==> src/rtl/axis_width_downsizer_if.sv <==
// AXI-Stream bundle used on both sides of the width downsizer.
// The master side drives payload and valid; the slave side drives ready.
interface axis_width_downsizer_if #(
   parameter int DATA_W = 8,
   parameter int KEEP_W = 1
);
   logic              tvalid;
   logic              tready;
   logic [DATA_W-1:0] tdata;
   logic [KEEP_W-1:0] tkeep;
   logic              tlast;

   modport master (output tvalid, tdata, tkeep, tlast, input tready);
   modport slave  (input tvalid, tdata, tkeep, tlast, output tready);
endinterface

==> src/rtl/axis_width_downsizer.sv <==
// Wide-to-narrow AXI-Stream converter: emits the kept lanes of each input beat
// lowest first, one per cycle, with TLAST moved to the final emitted lane.
module axis_width_downsizer #(
   parameter int IN_WIDTH  = 32,
   parameter int OUT_WIDTH = 8
) (
   input  logic                   s_axis_clk,
   input  logic                   s_axis_reset,
   axis_width_downsizer_if.slave  s_axis,
   axis_width_downsizer_if.master m_axis,
   output logic                   busy_o,
   output logic                   null_beat_o
);
   localparam int RATIO = IN_WIDTH / OUT_WIDTH;

   logic                 hold_valid_q, hold_valid_d;
   logic [IN_WIDTH-1:0]  hold_data_q, hold_data_d;
   logic                 hold_last_q, hold_last_d;
   logic [RATIO-1:0]     pend_q, pend_d;
   logic                 null_q, null_d;

   logic [RATIO-1:0]     lo_mask, pend_rest;
   logic                 pend_onehot, in_hs, out_hs, in_null;
   logic [OUT_WIDTH-1:0] lane_data;

   // Isolate the lowest pending lane; what remains after it tells us if it is the last one.
   assign lo_mask     = pend_q & (~pend_q + RATIO'(1));
   assign pend_rest   = pend_q & ~lo_mask;
   assign pend_onehot = (pend_q != '0) && (pend_rest == '0);

   always_comb begin
      lane_data = '0;
      for (int k = 0; k < RATIO; k++) begin
         if (lo_mask[k]) lane_data = lane_data | hold_data_q[k*OUT_WIDTH +: OUT_WIDTH];
      end
   end

   // Ready looks through to downstream ready so a new beat loads as the last lane leaves.
   assign s_axis.tready = !s_axis_reset && (!hold_valid_q || (m_axis.tready && pend_onehot));
   assign m_axis.tvalid = !s_axis_reset && hold_valid_q;
   assign m_axis.tdata  = s_axis_reset ? '0 : lane_data;
   assign m_axis.tlast  = !s_axis_reset && hold_last_q && pend_onehot;
   assign m_axis.tkeep  = '1;
   assign busy_o        = hold_valid_q;
   assign null_beat_o   = null_q;

   assign in_hs   = s_axis.tvalid && s_axis.tready;
   assign out_hs  = m_axis.tvalid && m_axis.tready;
   assign in_null = in_hs && (s_axis.tkeep == '0);

   always_comb begin
      hold_valid_d = hold_valid_q;
      hold_data_d  = hold_data_q;
      hold_last_d  = hold_last_q;
      pend_d       = pend_q;
      null_d       = in_null;
      if (in_hs && !in_null) begin
         hold_valid_d = 1'b1;
         hold_data_d  = s_axis.tdata;
         hold_last_d  = s_axis.tlast;
         pend_d       = s_axis.tkeep;
      end else if (out_hs) begin
         pend_d = pend_rest;
         if (pend_rest == '0) hold_valid_d = 1'b0;
      end
   end

   always_ff @(posedge s_axis_clk) begin
      if (s_axis_reset) begin
         hold_valid_q <= 1'b0;
         hold_data_q  <= '0;
         hold_last_q  <= 1'b0;
         pend_q       <= '0;
         null_q       <= 1'b0;
      end else begin
         hold_valid_q <= hold_valid_d;
         hold_data_q  <= hold_data_d;
         hold_last_q  <= hold_last_d;
         pend_q       <= pend_d;
         null_q       <= null_d;
      end
   end
endmodule

==> src/flat_wrapper.sv <==
// flat-port wrapper written by rule: the top's interface ports become plain ports
module axis_width_downsizer_flat 
#(
   parameter int IN_WIDTH  = 32,
   parameter int OUT_WIDTH = 8
)
  (s_axis_clk, s_axis_reset, busy_o, null_beat_o, s_axis_tvalid, s_axis_tdata, s_axis_tkeep, s_axis_tlast, s_axis_tready, m_axis_tvalid, m_axis_tdata, m_axis_tkeep, m_axis_tlast, m_axis_tready);
  axis_width_downsizer_if #(.DATA_W(32), .KEEP_W(4)) s_axis_i ();
  axis_width_downsizer_if #(.DATA_W(8), .KEEP_W(1)) m_axis_i ();
  input  logic s_axis_clk;
  input  logic s_axis_reset;
  output logic busy_o;
  output logic null_beat_o;
  input wire logic [$bits(s_axis_i.tvalid)-1:0] s_axis_tvalid;
  input wire logic [$bits(s_axis_i.tdata)-1:0] s_axis_tdata;
  input wire logic [$bits(s_axis_i.tkeep)-1:0] s_axis_tkeep;
  input wire logic [$bits(s_axis_i.tlast)-1:0] s_axis_tlast;
  output wire logic [$bits(s_axis_i.tready)-1:0] s_axis_tready;
  output wire logic [$bits(m_axis_i.tvalid)-1:0] m_axis_tvalid;
  output wire logic [$bits(m_axis_i.tdata)-1:0] m_axis_tdata;
  output wire logic [$bits(m_axis_i.tkeep)-1:0] m_axis_tkeep;
  output wire logic [$bits(m_axis_i.tlast)-1:0] m_axis_tlast;
  input wire logic [$bits(m_axis_i.tready)-1:0] m_axis_tready;
  assign s_axis_i.tvalid = s_axis_tvalid;
  assign s_axis_i.tdata = s_axis_tdata;
  assign s_axis_i.tkeep = s_axis_tkeep;
  assign s_axis_i.tlast = s_axis_tlast;
  assign s_axis_tready = s_axis_i.tready;
  assign m_axis_tvalid = m_axis_i.tvalid;
  assign m_axis_tdata = m_axis_i.tdata;
  assign m_axis_tkeep = m_axis_i.tkeep;
  assign m_axis_tlast = m_axis_i.tlast;
  assign m_axis_i.tready = m_axis_tready;
  axis_width_downsizer #(.IN_WIDTH(IN_WIDTH), .OUT_WIDTH(OUT_WIDTH)) u_core (.s_axis_clk(s_axis_clk), .s_axis_reset(s_axis_reset), .s_axis(s_axis_i), .m_axis(m_axis_i), .busy_o(busy_o), .null_beat_o(null_beat_o));
endmodule
==> config.mk <==
export PLATFORM = sky130hd
export DESIGN_NAME = axis_width_downsizer_flat
export DESIGN_NICKNAME = d
export VERILOG_FILES = /design/src/rtl/axis_width_downsizer_if.sv /design/src/rtl/axis_width_downsizer.sv /design/src/flat_wrapper.sv
export SDC_FILE = /design/constraint.sdc
export NUM_CORES = 1
export LEC_CHECK = 0
export ABC_CLOCK_PERIOD_IN_PS = 4700
export BUFFER_PORTS_ARGS = -buffer_cell sky130_fd_sc_hd__buf_4
export CAP_MARGIN = 25
export CELL_PAD_IN_SITES_DETAIL_PLACEMENT = 1
export CELL_PAD_IN_SITES_GLOBAL_PLACEMENT = 2
export CORE_MARGIN = 2
export CORE_UTILIZATION = 33
export CTS_BUF_LIST = sky130_fd_sc_hd__clkbuf_2
export CTS_CLUSTER_DIAMETER = 30
export DETAILED_ROUTE_END_ITERATION = 12
export PLACE_DENSITY = 0.91
export SETUP_SLACK_MARGIN = 0.15
export SYNTH_ARGS = -nofsm -noshare
export SYNTH_HDL_FRONTEND = slang
export SYNTH_SLANG_ARGS = --single-unit
export TNS_END_PERCENT = 5
==> constraint.sdc <==
create_clock -name s_axis_clk -period 4.7 [get_ports s_axis_clk]
set_input_delay 0.235 -clock s_axis_clk [delete_from_list [all_inputs] [get_ports s_axis_clk]]
set_output_delay 0.235 -clock s_axis_clk [all_outputs]
set_load 0.01 [all_outputs]
==> impl_metrics.tcl <==
set metrics [dict create \
    hold_buffers 0 \
    synthArstFlopShare_pct 0 \
    yosys.area.top_type_share_pct 42.7 \
    dp_cells 306 \
    grt_max_degree 51 \
    min_path_type "in -> reg" \
    worst_path_largest_cell_delay_ns 0.71 \
    cp.required_ns 5.00 \
    slew_violations 0 \
    drc 0 \
    clkLatencyLatePin_ns 0.41 \
    ys.flop_type "dfxtp_1" \
    grt_pass1_vias 1467 \
    vias 1522 \
    status "complete, no violations" \
    postRouteAntennaNets 0 \
    syn_area_mm2 0.00183 \
    skew_ns 0.0374 \
    grt_first_pass_wirelength_um 7030 \
    antenna_found_initial 0 \
    cpMaxStageDelayCell "dfxtp_1" \
    layout.nets 282 \
    wl_per_cell_um 13.7 \
    ys_ff_latch 39 \
    fp.dieArea_mm2 0.00615 \
    ys_types 31 \
    synth_edf_count 0 \
    die_h_um 78.4 \
    maxCapViolations 0 \
    hold_ws_ns 0.0258 \
    final-instance-count-excl-fill 314 \
    vias_per_cell 4.85 \
    synth_seq_area_share_pct 42.7 \
    start_kind "flop" \
    synth_area_per_cell_um2 9.27 \
    clock_path_buffers 2 \
    end_kind "flop" \
    cts_buffers 5 \
    finalWirelength_um 4290 \
    yosys.area.top_type "dfxtp_1" \
    final_util_pct 41.2 \
    drive_gt1_share_pct 26.9 \
    setup_tns_ns 0 \
    pin_count 55 \
    fmax_mhz 356 \
    clk_pin_slew_ns 0.24 \
    tightest_slew_ns 0.775 \
    powerDensity_mw_per_mm2 308 \
    num-fill-cells 651 \
    critical_path_buf_inv_count 1 \
    syn_inst 197 \
    synth_nets 238 \
    area_delta_synth_final_pct 22.5 \
    dp_hpwl_um 3110 \
    p_leak_nw 0.972 \
    crit_chain "or3b_1 -> o2111a_2 -> nor3_4 -> buf_4 -> mux2i_1 -> nor2_1" \
    cts.sinks 39 \
    placed_area_mm2 0.00219 \
    first_pass_iters 4 \
    path_max_fanout 29 \
    ys_warn_count 0 \
    cts_tree "built" \
    core_area_mm2 0.00544 \
    gp_congestion 0.686 \
    design_area_mm2 0.00224 \
    yosys-top-cells-area "dfxtp_1 43%, mux2i_1 19%, nor2_1 12%" \
    period_share_pct 59.8 \
    slew-limit-headroom_pct 48.3 \
    h-tree-depth 2 \
    cts.root.buffer_cell "clkbuf_2" \
    finalCriticalPeriod_ns 2.81 \
    post_cts_buffers 0 \
    synth_most_common_cell "nor2_1" \
    ctsResizeCount 0 \
    diodes 0 \
    synth.top_cells.by_count "56 x nor2_1, 39 x dfxtp_1, 34 x mux2i_1" \
    critPathTopFamily "simple AND/OR/NAND/NOR gates" \
    hold_viol 0 \
    start_util_pct 33.6 \
    track_usage_pct 14.4 \
    die_w_um 78.4 \
    port_buffers 53 \
    overflow 0 \
    drt-initial-drc-count 35 \
    ir_worst_vdd_mv 0.154 \
    grt_setup_unrepaired "no" \
    num_rows 27 \
    setup_viol 0 \
    critical_path_class "reg -> reg" \
    critPathArrivalTime_ns 3.11 \
]
[cells by family after synthesis]
| group | Yosys count | share of synthesized area, % |
|---|---|---|
| buffers and inverters | 19 | 7.81 |
| xor gates and xnor gates | 1 | 0.480 |
| other | 1 | 0.205 |
| adders and majority gates | 1 | 0.548 |
| and+or+nand+nor | 76 | 18.1 |
| AOI/OAI and AO/OA | 24 | 10.3 |
| DFF | 39 | 42.7 |
| muxes | 36 | 19.9 |
[per-stage QoR]
| step | worst slack [ns] | total power, W |
|---|---|---|
| after global placement | 2.00 | 0.000538 |
| after CTS | 1.85 | 0.000695 |
| after detailed placement | 1.90 | 0.000542 |
| final | 1.89 | 0.000689 |
| after global routing | 1.69 | 0.000730 |
| after floorplan | 2.90 | 0.000500 |
[per-layer routing]
layer / track usage [%] / share of wire (%) / routed length (um)
met2: 23.3 / 47 / 2010
met1: 18.9 / 47 / 2030
met5: 0 / 0 / 0
met4: 5.26 / 1.5 / 66
met3: 3.10 / 4.3 / 184
[cell usage in the layout (no fill, tap or decap), types with 2 or more instances in the layout]
master,synthesis,routed
a21oi_1,2,2
a221oi_1,8,8
a22oi_1,8,8
buf_4,2,54
clkbuf_2,0,5
dfxtp_1,39,39
inv_1,2,2
mux2_2,2,2
mux2i_1,34,34
nand2_1,5,5
nand3_1,2,2
nor2_1,56,56
nor2b_1,2,2
nor3_1,3,3
nor3b_1,2,2
o21ai_0,2,2
[registers in the layout, indices dropped and copies added (netlist names)]
signal,flops
u_core.pend_q,4
u_core.busy_o,1
u_core.null_beat_o,1
u_core.hold_last_q,1
u_core.hold_data_q,32
[path summary, 6_finish.rpt]
path	depth (start not counted)	slack (ns)	end	from
worst max register to register	6	1.89	u_core.hold_data_q[2]$_SDFFE_PP0P_	u_core.pend_q[1]$_SDFFE_PP0P_
worst max-delay path	6	1.89	u_core.hold_data_q[2]$_SDFFE_PP0P_	u_core.pend_q[1]$_SDFFE_PP0P_
worst min register to register	2	0.51	u_core.hold_last_q$_SDFFE_PP0P_	u_core.hold_last_q$_SDFFE_PP0P_
worst min-delay path	3	0.03	u_core.hold_data_q[11]$_SDFFE_PP0P_	s_axis_tdata[11]
[worst register-to-register path, stage by stage, from the launching register on]
cell	delay, ns
dfxtp_1	0.71
or3b_1	0.42
o2111a_2	0.20
nor3_4	0.52
buf_4	0.52
mux2i_1	0.29
nor2_1	0.05
[final cells by class]
cell class / count / area, um^2 / share of cell area (%)
Inverter: 2 / 7.51 / 0.335
Clock inverter: 3 / 20.0 / 0.894
Clock buffer: 5 / 25.0 / 1.12
Tap cell: 72 / 90.1 / 4.02
Multi-Input combinational cell: 139 / 910 / 40.6
Timing Repair Buffer: 54 / 405 / 18.1
Sequential cell: 39 / 781 / 34.9
[report_power, final]
part / internal (W) / switching, W / leakage (nW)
registers: 0.000358 / 0.0000252 / 0.321
logic: 0.0000788 / 0.0000712 / 0.625
clock network: 0.0000357 / 0.000119 / 0.0266
total: 0.000473 / 0.000216 / 0.972
No activity file was read; power rests on OpenSTA's default activity.
